<file path="src/rtl/serial_adder_pkg.sv">
// Shared types for the bit-serial adder controller.
// Holds the FSM state encoding and the supported width ceiling.
package serial_adder_pkg;

  typedef enum logic [1:0] {
    IDLE = 2'd0,
    RUN  = 2'd1,
    DONE = 2'd2
  } sa_state_t;

  localparam int SA_MAX_WIDTH = 32;

endpackage

</file>
<file path="src/rtl/adder_1bit.sv">
// Single-bit full adder used as the serial datapath core.
// Ports: a, b, carry_in -> sum, carry_out (all 1 bit, combinational).
module adder_1bit (
  input  logic a,
  input  logic b,
  input  logic carry_in,
  output logic sum,
  output logic carry_out
);

  assign sum       = a ^ b ^ carry_in;
  assign carry_out = (a & b) | (carry_in & (a ^ b));

  // Upstream must always present known values.
  always_comb begin
    assert (!$isunknown({a, b, carry_in}))
      else $error("adder_1bit: unknown input");
  end

endmodule

</file>
<file path="src/rtl/serial_adder_ctrl.sv">
// Bit-serial WIDTH-bit adder: operands in over valid/ready, LSB-first
// through one full adder, result out over a second valid/ready.
// Ports: clk, rst (async, high); in_valid/in_ready, a, b, cin;
//   out_valid/out_ready, sum, cout; busy (high while adding).
// WIDTH legal range is 1..SA_MAX_WIDTH.
module serial_adder_ctrl
  import serial_adder_pkg::*;
#(
  parameter int WIDTH = 8
) (
  input  logic             clk,
  input  logic             rst,
  input  logic             in_valid,
  output logic             in_ready,
  input  logic [WIDTH-1:0] a,
  input  logic [WIDTH-1:0] b,
  input  logic             cin,
  output logic             out_valid,
  input  logic             out_ready,
  output logic [WIDTH-1:0] sum,
  output logic             cout,
  output logic             busy
);

  localparam int CW = $clog2(WIDTH) + 1;
  localparam logic [CW-1:0] LAST = CW'(WIDTH - 1);

  sa_state_t        r_state;
  sa_state_t        w_next;
  logic [WIDTH-1:0] r_a_sr;
  logic [WIDTH-1:0] r_b_sr;
  logic [WIDTH-1:0] r_sum_sr;
  logic [WIDTH-1:0] w_sum_shift;
  logic             r_carry_q;
  logic [CW-1:0]    r_bit_cnt;
  logic             w_fa_sum;
  logic             w_fa_cout;
  logic             w_accept;

  adder_1bit u_fa (
    .a         (r_a_sr[0]),
    .b         (r_b_sr[0]),
    .carry_in  (r_carry_q),
    .sum       (w_fa_sum),
    .carry_out (w_fa_cout)
  );

  assign w_accept = (r_state == IDLE) && in_valid;

  // New sum bit enters at the MSB; written as shifts so WIDTH=1 works.
  assign w_sum_shift = (r_sum_sr >> 1)
                     | (WIDTH'(w_fa_sum) << (WIDTH - 1));

  // State register
  always_ff @(posedge clk or posedge rst) begin
    if (rst) begin
      r_state <= IDLE;
    end else begin
      r_state <= w_next;
    end
  end

  // Next-state logic
  always_comb begin
    w_next = r_state;
    unique case (r_state)
      IDLE: if (in_valid) w_next = RUN;
      RUN:  if (r_bit_cnt == LAST) w_next = DONE;
      DONE: if (out_ready) w_next = IDLE;
      default: w_next = IDLE;
    endcase
  end

  // Outputs decoded from state only
  always_comb begin
    in_ready  = 1'b0;
    out_valid = 1'b0;
    busy      = 1'b0;
    sum       = '0;
    cout      = 1'b0;
    unique case (r_state)
      IDLE: in_ready = 1'b1;
      RUN:  busy = 1'b1;
      DONE: begin
        out_valid = 1'b1;
        sum       = r_sum_sr;
        cout      = r_carry_q;
      end
      default: ;
    endcase
  end

  // Shift registers, carry and bit counter
  always_ff @(posedge clk or posedge rst) begin
    if (rst) begin
      r_a_sr    <= '0;
      r_b_sr    <= '0;
      r_sum_sr  <= '0;
      r_carry_q <= 1'b0;
      r_bit_cnt <= '0;
    end else if (w_accept) begin
      r_a_sr    <= a;
      r_b_sr    <= b;
      r_sum_sr  <= '0;
      r_carry_q <= cin;
      r_bit_cnt <= '0;
    end else if (r_state == RUN) begin
      r_a_sr    <= r_a_sr >> 1;
      r_b_sr    <= r_b_sr >> 1;
      r_sum_sr  <= w_sum_shift;
      r_carry_q <= w_fa_cout;
      r_bit_cnt <= r_bit_cnt + CW'(1);
    end
  end

endmodule
</file>
<file path="config.mk">
export PLATFORM = sky130hd
export DESIGN_NAME = serial_adder_ctrl
export DESIGN_NICKNAME = d
export VERILOG_FILES = /design/src/rtl/serial_adder_pkg.sv /design/src/rtl/adder_1bit.sv /design/src/rtl/serial_adder_ctrl.sv
export SDC_FILE = /design/constraint.sdc
export NUM_CORES = 1
export LEC_CHECK = 0
export BUFFER_PORTS_ARGS = -buffer_cell sky130_fd_sc_hd__clkbuf_2
export CAP_MARGIN = 10
export CORE_MARGIN = 2
export CORE_UTILIZATION = 52
export DETAILED_ROUTE_END_ITERATION = 8
export PLACE_DENSITY = 0.85
export RECOVER_POWER = 25
export SLEW_MARGIN = 40
export SYNTH_ARGS = -nofsm -noshare
export SYNTH_HDL_FRONTEND = slang
export SYNTH_SLANG_ARGS = --single-unit
</file>
<file path="constraint.sdc">
create_clock -name clk -period 1.6 [get_ports clk]
set_clock_uncertainty 0.1 [all_clocks]
set_input_delay 0.4 -clock clk [delete_from_list [all_inputs] [get_ports clk]]
set_output_delay 0.4 -clock clk [all_outputs]
set_load 0.02 [all_outputs]
</file>
==> results by group, run 1 <==
Status
  – Status: finished with violations
  – Violated checks: negative setup slack

Clock tree
  – Worst skew pair latency: 0.33 ns
  – Root cell of the clock tree: clkbuf_4
  – TritonCTS clock tree: yes
  – CTS clk-pin slew, worst paths: 0.10 ns
  – Hold buffer count at CTS: 0
  – Clock buffers created by TritonCTS: 5
  – Max Root-Sink Buffers: 2
  – H-tree Lvls: 2
  – Clock sink count: 31

Yosys
  – Flops & latches, synth: 31
  – Synth area leaders: dfrtp_1 (55%), nand2_1 (15%), a22oi_1 (7.9%), nand3_1 (4.2%), and2_1 (4.0%)
  – Post-synth ARST share: 100.0%
  – Count leader, synth: nand2_1
  – Post-synthesis cell type count: 22
  – Prevailing post-synth register cell: dfrtp_1
  – Number of synthesized flops with an enable pin: 0
  – Synth top area share: 54.58%
  – Synthesized Nets: 173
  – Syn. warnings: 0
  – Syn avg cell area: 9.476 um2
  – Post-synth top area cell: dfrtp_1
  – Cell area after synthesis: 1421 um2
  – Synth top cells by count: nand2_1 (56), dfrtp_1 (31), a22oi_1 (15)
  – Mapped Cells: 150
  – Seq/Total Area, Yosys: 54.58%

Final layout
  – Ant. Diodes: 0
  – Multi-input gate area: 665.6 um2
  – Fillers: 187
  – Layout cells sized above 1: 38.97%
  – Reg area: 778.2 um2
  – Total Nets Final: 217
  – Util after Layout: 76.35%
  – Area grow syn2layout: 36.71%

Worst setup path
  – R2r setup slk: 0.01 ns
  – Worst EP required: 1.10 ns
  – Slowest stage cell on the critical path: dfrtp_2
  – Endpoint class of the critical path: output pin
  – Worst-path fanout max: 6
  – Reg-to-Reg End: r_b_sr[1]
  – Worst R2R Path Depth: 7
  – Worst Path Arrival: 1.31 ns
  – RR Startpoint: r_state[0]
  – Number of buffers and inverters on the critical path: 1
  – Startpoint types: flip-flop
  – Slowest Stage Delay on Critical Path: 0.49 ns
  – Critical path, cell by cell: nor2b_4 > and2_4 > buf_8
  – Critical path class: flip-flop to output pin
  – CP top delay family: flip-flops

Routing
  – Vias post-DR: 1242
  – Post-route ant nets: 0
  – Via density per instance: 5.520
  – Drt drc: 0
  – Iteration-0 DRC count of the detailed router: 35
  – First-pass DRT Iterations: 4
  – DRT Wirelength: 3.334 mm
  – Routed WL per cell: 14.82 um

Global routing
  – Global Route Usage Sum: 21.42%
  – Global-route wire length before repair: 5.250 mm
  – Initial antenna violation count: 0
  – Vias in the first global route: 1226
  – Largest net degree at the start of global routing: 32
  – GR Overflow Total: 0

Timing
  – Slew @ Worst Pin: 0.7568 ns
  – Final hold viol count: 0
  – Max Fclk: 552.6 MHz
  – Final period util: 113.1%
  – RSZ-0062 raised after global routing: yes
  – Slew Viols, Final: 0
  – Worst hold slack: 0.1357 ns
  – Final Critical Period: 1.810 ns
  – Setup ws final: -0.2096 ns
  – Setup-failing EPs final: 12
  – Max-slew headroom: 49.55%
  – TNS Setup: -2.211 ns

Die
  – # rows: 18
  – Initial Util: 55.85%
  – # IOs: 33
  – Die area: 3167 um2
  – Die H: 56.28 um
  – Die X: 56.28 um
  – Core area: 2545 um2

Power and ir drop
  – Static Leak: 0.001000 uW
  – Final Power: 3122 uW
  – PwrDens: 1607 nW/um2
  – VDD IR max: 0.001252 V

Worst hold path
  – Worst Hold Depth: 2
  – Hold WC Path Type: input pin to flip-flop
  – Hold_sp: out_ready
  – WHS Endpoint: r_state[1]

Placed design
  – Detailed placement HPWL: 2.075 mm
  – IO Port Bufs: 32
  – Gpl congestion: 0.6934

Flow run
  – Max Cap Viol: 0
-- flip-flops by register name, summed over array words and instances, names as in the netlist --
register   flops
r_a_sr         8
r_b_sr         8
r_sum_sr       8
r_bit_cnt      4
r_state        2
r_carry_q      1
-- worst register-to-register path, stage by stage (launching register included) --
cell	delay (ns)
dfrtp_2	0.49
buf_4	0.20
nand2b_4	0.08
inv_2	0.04
buf_4	0.13
buf_6	0.16
a22oi_1	0.20
nand2_1	0.09
-- kinds of logic (layout without fill, tap and decap cells) --
family                   Yosys count  in the layout  share of synthesized area (%)
multiplexers                       1              1                         0.7043
adder cells (fa/ha/maj)            2              2                          2.289
AO/OA/AOI/OAI                     20             20                          10.39
AND/OR/NAND/NOR                   84             85                          27.20
buffers and inverters             12             56                          4.841
flip-flops                        31             31                          54.58
-- final cells by class --
type	count	share of cell area, %
Sequential cell	31	40.05
Multi-Input combinational cell	108	34.26
Timing Repair Buffer	45	19.64
Clock buffer	8	3.542
Tap cell	30	1.932
Inverter	3	0.5795
-- report_power, final --
part	switching [uW]	internal [uW]	leakage (uW)
Clock	265	258	0.0000386
Combinational	694	549	0.000565
Sequential	256	1100	0.000397
Total	1220	1910	0.00100
-- per-layer routing --
layer  GRT usage [%]  wire length, um  vias up
li1                -                -      587
met1           26.17             1370      600
met2           34.96             1723       49
met3           5.760              200        6
met4           10.54               39        0
met5               0                0        -
-- cell usage in the layout (no fill, tap or decap), types with 2 or more instances in the layout --
cell type,n
nand2_1,56
buf_8,9
nand3_1,11
buf_4,7
and2_4,9
inv_1,2
o21ai_0,3
dfrtp_1,29
buf_6,6
a22oi_2,5
a22oi_1,10
clkbuf_8,3
clkbuf_4,6
dfrtp_2,2
nor2b_4,2
clkbuf_2,21
-- timing repair --
action                     CTS  global route
gates resized for setup     30            30
buffers inserted             5             2
hold endpoints to repair     0             0
setup endpoints to repair   12            40
gates cloned                 1             0
pin swaps                    1             8
-- per-stage QoR --
| stage | setup slack [ns] | cell area, um2 | std cells |
|---|---|---|---|
| floorplan | 0.03245 | 1421 | 150 |
| global placement | 0.05880 | 1614 | 210 |
| detailed placement | 0.04154 | 1614 | 210 |
| CTS | -0.1725 | 1849 | 223 |
| global route | -0.2605 | 1943 | 225 |
| finish | -0.2096 | 1943 | 225 |
-- worst max-delay path by stage --
| stage | startpoint | cells past startpoint | end | slack, ns |
|---|---|---|---|---|
| 2_1_floorplan | r_state[0] | 4 | cout | 0.03 |
| 3_3_place_gp | in_valid | 4 | r_bit_cnt[2] | 0.06 |
| 3_5_place_dp | r_state[1] | 4 | sum[3] | 0.04 |
| 4_1_cts | r_state[0] | 3 | sum[3] | -0.17 |
| 5_1_grt | r_state[0] | 3 | in_ready | -0.26 |
| 6_report | r_state[0] | 3 | sum[3] | -0.21 |
Note: power is estimated with default switching activity, not from simulation.
==> inputs of run 2 (changes only) <==
- HOLD_SLACK_MARGIN: unset -> 0.15
==> results by group, run 2 (same netlist as run 1, synthesis figures left out) <==
Clock tree
  – Root cell of the clock tree: clkbuf_4
  – CTS clk-pin slew, worst paths: 0.10 ns
  – H-tree Lvls: 2
  – Clock sink count: 31
  – Max Root-Sink Buffers: 2
  – Clock buffers created by TritonCTS: 5
  – Worst skew pair latency: 0.33 ns
  – TritonCTS clock tree: yes

Power and ir drop
  – Switching pwr: 1232 uW
  – Final Power: 3149 uW
  – VDD IR max: 0.001240 V
  – Proportion of power drawn by combinational gates: 40.2%
  – Register share of total power: 43.1%
  – Clk pwr share: 16.7%
  – Static Leak: 0.001009 uW
  – Pint: 1917 uW
  – PwrDens: 1596 nW/um2
  – Switch share: 39.12%

Die
  – # rows: 18
  – # IOs: 33
  – Core area: 2545 um2
  – Die area: 3167 um2
  – Die H: 56.28 um
  – Initial Util: 55.85%
  – Die X: 56.28 um

Worst setup path
  – Worst-path fanout max: 6
  – Slowest stage cell on the critical path: dfrtp_2
  – Startpoint types: flip-flop
  – Number of buffers and inverters on the critical path: 1
  – CP top delay family: flip-flops
  – Critical path class: flip-flop to output pin
  – Slowest Stage Delay on Critical Path: 0.49 ns
  – Worst Path Arrival: 1.31 ns
  – Endpoint class of the critical path: output pin
  – Worst EP required: 1.10 ns
  – Critical path, cell by cell: nor2b_4 > and2_4 > buf_8

Final layout
  – Total Nets Final: 219
  – Regs by FF count: r_a_sr (8), r_b_sr (8), r_sum_sr (8)
  – Commonest non-fill, non-tap cell in the layout: nand2_1
  – Ant. Diodes: 0
  – Fillers: 179
  – Finished Layout Cells: 227
  – Most frequent cells in the layout: nand2_1 (56), dfrtp_1 (29), clkbuf_2 (21)
  – Area grow syn2layout: 38.82%
  – Util after Layout: 77.53%
  – Layout cells sized above 1: 39.59%

Routing
  – Drt drc: 0
  – Post-route ant nets: 0
  – Iteration-0 DRC count of the detailed router: 44
  – First-pass DRT Iterations: 4
  – DRT Wirelength: 3.451 mm
  – Vias post-DR: 1266
  – Routed WL per cell: 15.20 um
  – Via density per instance: 5.577

Timing
  – Final Critical Period: 1.812 ns
  – Final period util: 113.2%
  – Slew @ Worst Pin: 0.7514 ns
  – RSZ-0062 raised after global routing: yes
  – Max Fclk: 552.0 MHz
  – Setup-failing EPs final: 13
  – Max-slew headroom: 49.91%
  – Final hold viol count: 0
  – Setup ws final: -0.2116 ns
  – Worst hold slack: 0.1638 ns
  – Slew Viols, Final: 0

Flow run
  – Max Cap Viol: 0

Worst hold path
  – Hold WC Path Type: input pin to flip-flop

Global routing
  – GR Overflow Total: 0
  – Vias in the first global route: 1277
  – Global-route wire length before repair: 5.340 mm
  – Global Route Usage Sum: 21.81%
  – Initial antenna violation count: 0
  – Largest net degree at the start of global routing: 32

Status
  – Status: finished with violations
  – Violated checks: negative setup slack

Placed design
  – Detailed placement HPWL: 2.075 mm
  – Placed insts: 210
  – IO Port Bufs: 32
  – Gpl congestion: 0.6934
[run 2: layer usage]
layer	global-route usage [%]	up-vias	routed length [um]
met1	25.42	626	1413
met4	11.22	0	48
met2	36.64	39	1814
li1	-	593	-
met3	5.991	8	173
met5	0	-	0
[run 2: cell type report]
class	instances	area [um2]	share of cell area, %
clock buffers	8	68.82	3.488
inverters	3	11.26	0.5707
multi-input cells	108	675.6	34.24
flip-flops and latches	31	778.2	39.44
well taps	30	37.54	1.902
repair buffers	47	401.6	20.36
[run 2: worst paths after layout]
check / startpoint / end / slack [ns] / depth (start not counted)
min in group asynchronous: rst / r_a_sr[5] / 0.71 / 4
max in group asynchronous: rst / r_state[1] / 0.18 / 4
setup reg to reg: r_state[0] / r_b_sr[1] / 0 / 7
hold reg to reg: r_a_sr[3] / r_a_sr[3] / 0.39 / 2
setup / recovery: r_state[0] / sum[5] / -0.21 / 3
hold / removal: b[7] / r_b_sr[7] / 0.16 / 3
[run 2: per-stage QoR]
stage	cell area [um2]	TNS, ns	worst slack, ns
after floorplan	1421	0	0.03245
after global placement	1614	0	0.05880
final	1973	-2.224	-0.2116
after global routing	1973	-2.957	-0.2592
after CTS	1869	-3.017	-0.1725
after detailed placement	1614	0	0.04154
[run 2: repair_timing]
action / in CTS / in global routing
endpoints found under the setup margin: 12 / 40
hold buffers: 2 / 0
hold endpoints to repair: 32 / 0
gates cloned: 1 / 0
gates resized for setup: 30 / 32
buffers inserted: 5 / 2
pin swaps: 1 / 8
[run 2: worst reg2reg max path, cell delays in order, from the launching register on]
cell      delay [ns]
dfrtp_2         0.49
buf_4           0.19
nand2b_4        0.08
inv_2           0.04
buf_4           0.13
buf_6           0.16
a22oi_1         0.20
nand2_1         0.09
[run 2: power by group through the flow]
stage / Sequential, uW / Clock, uW / Combinational, uW
3_5_place_dp: 1330 / 0 / 1030
3_3_place_gp: 1300 / 0 / 963
6_report: 1360 / 526 / 1270
2_1_floorplan: 1260 / 0 / 800
4_1_cts: 1320 / 529 / 1160
5_1_grt: 1390 / 576 / 1400
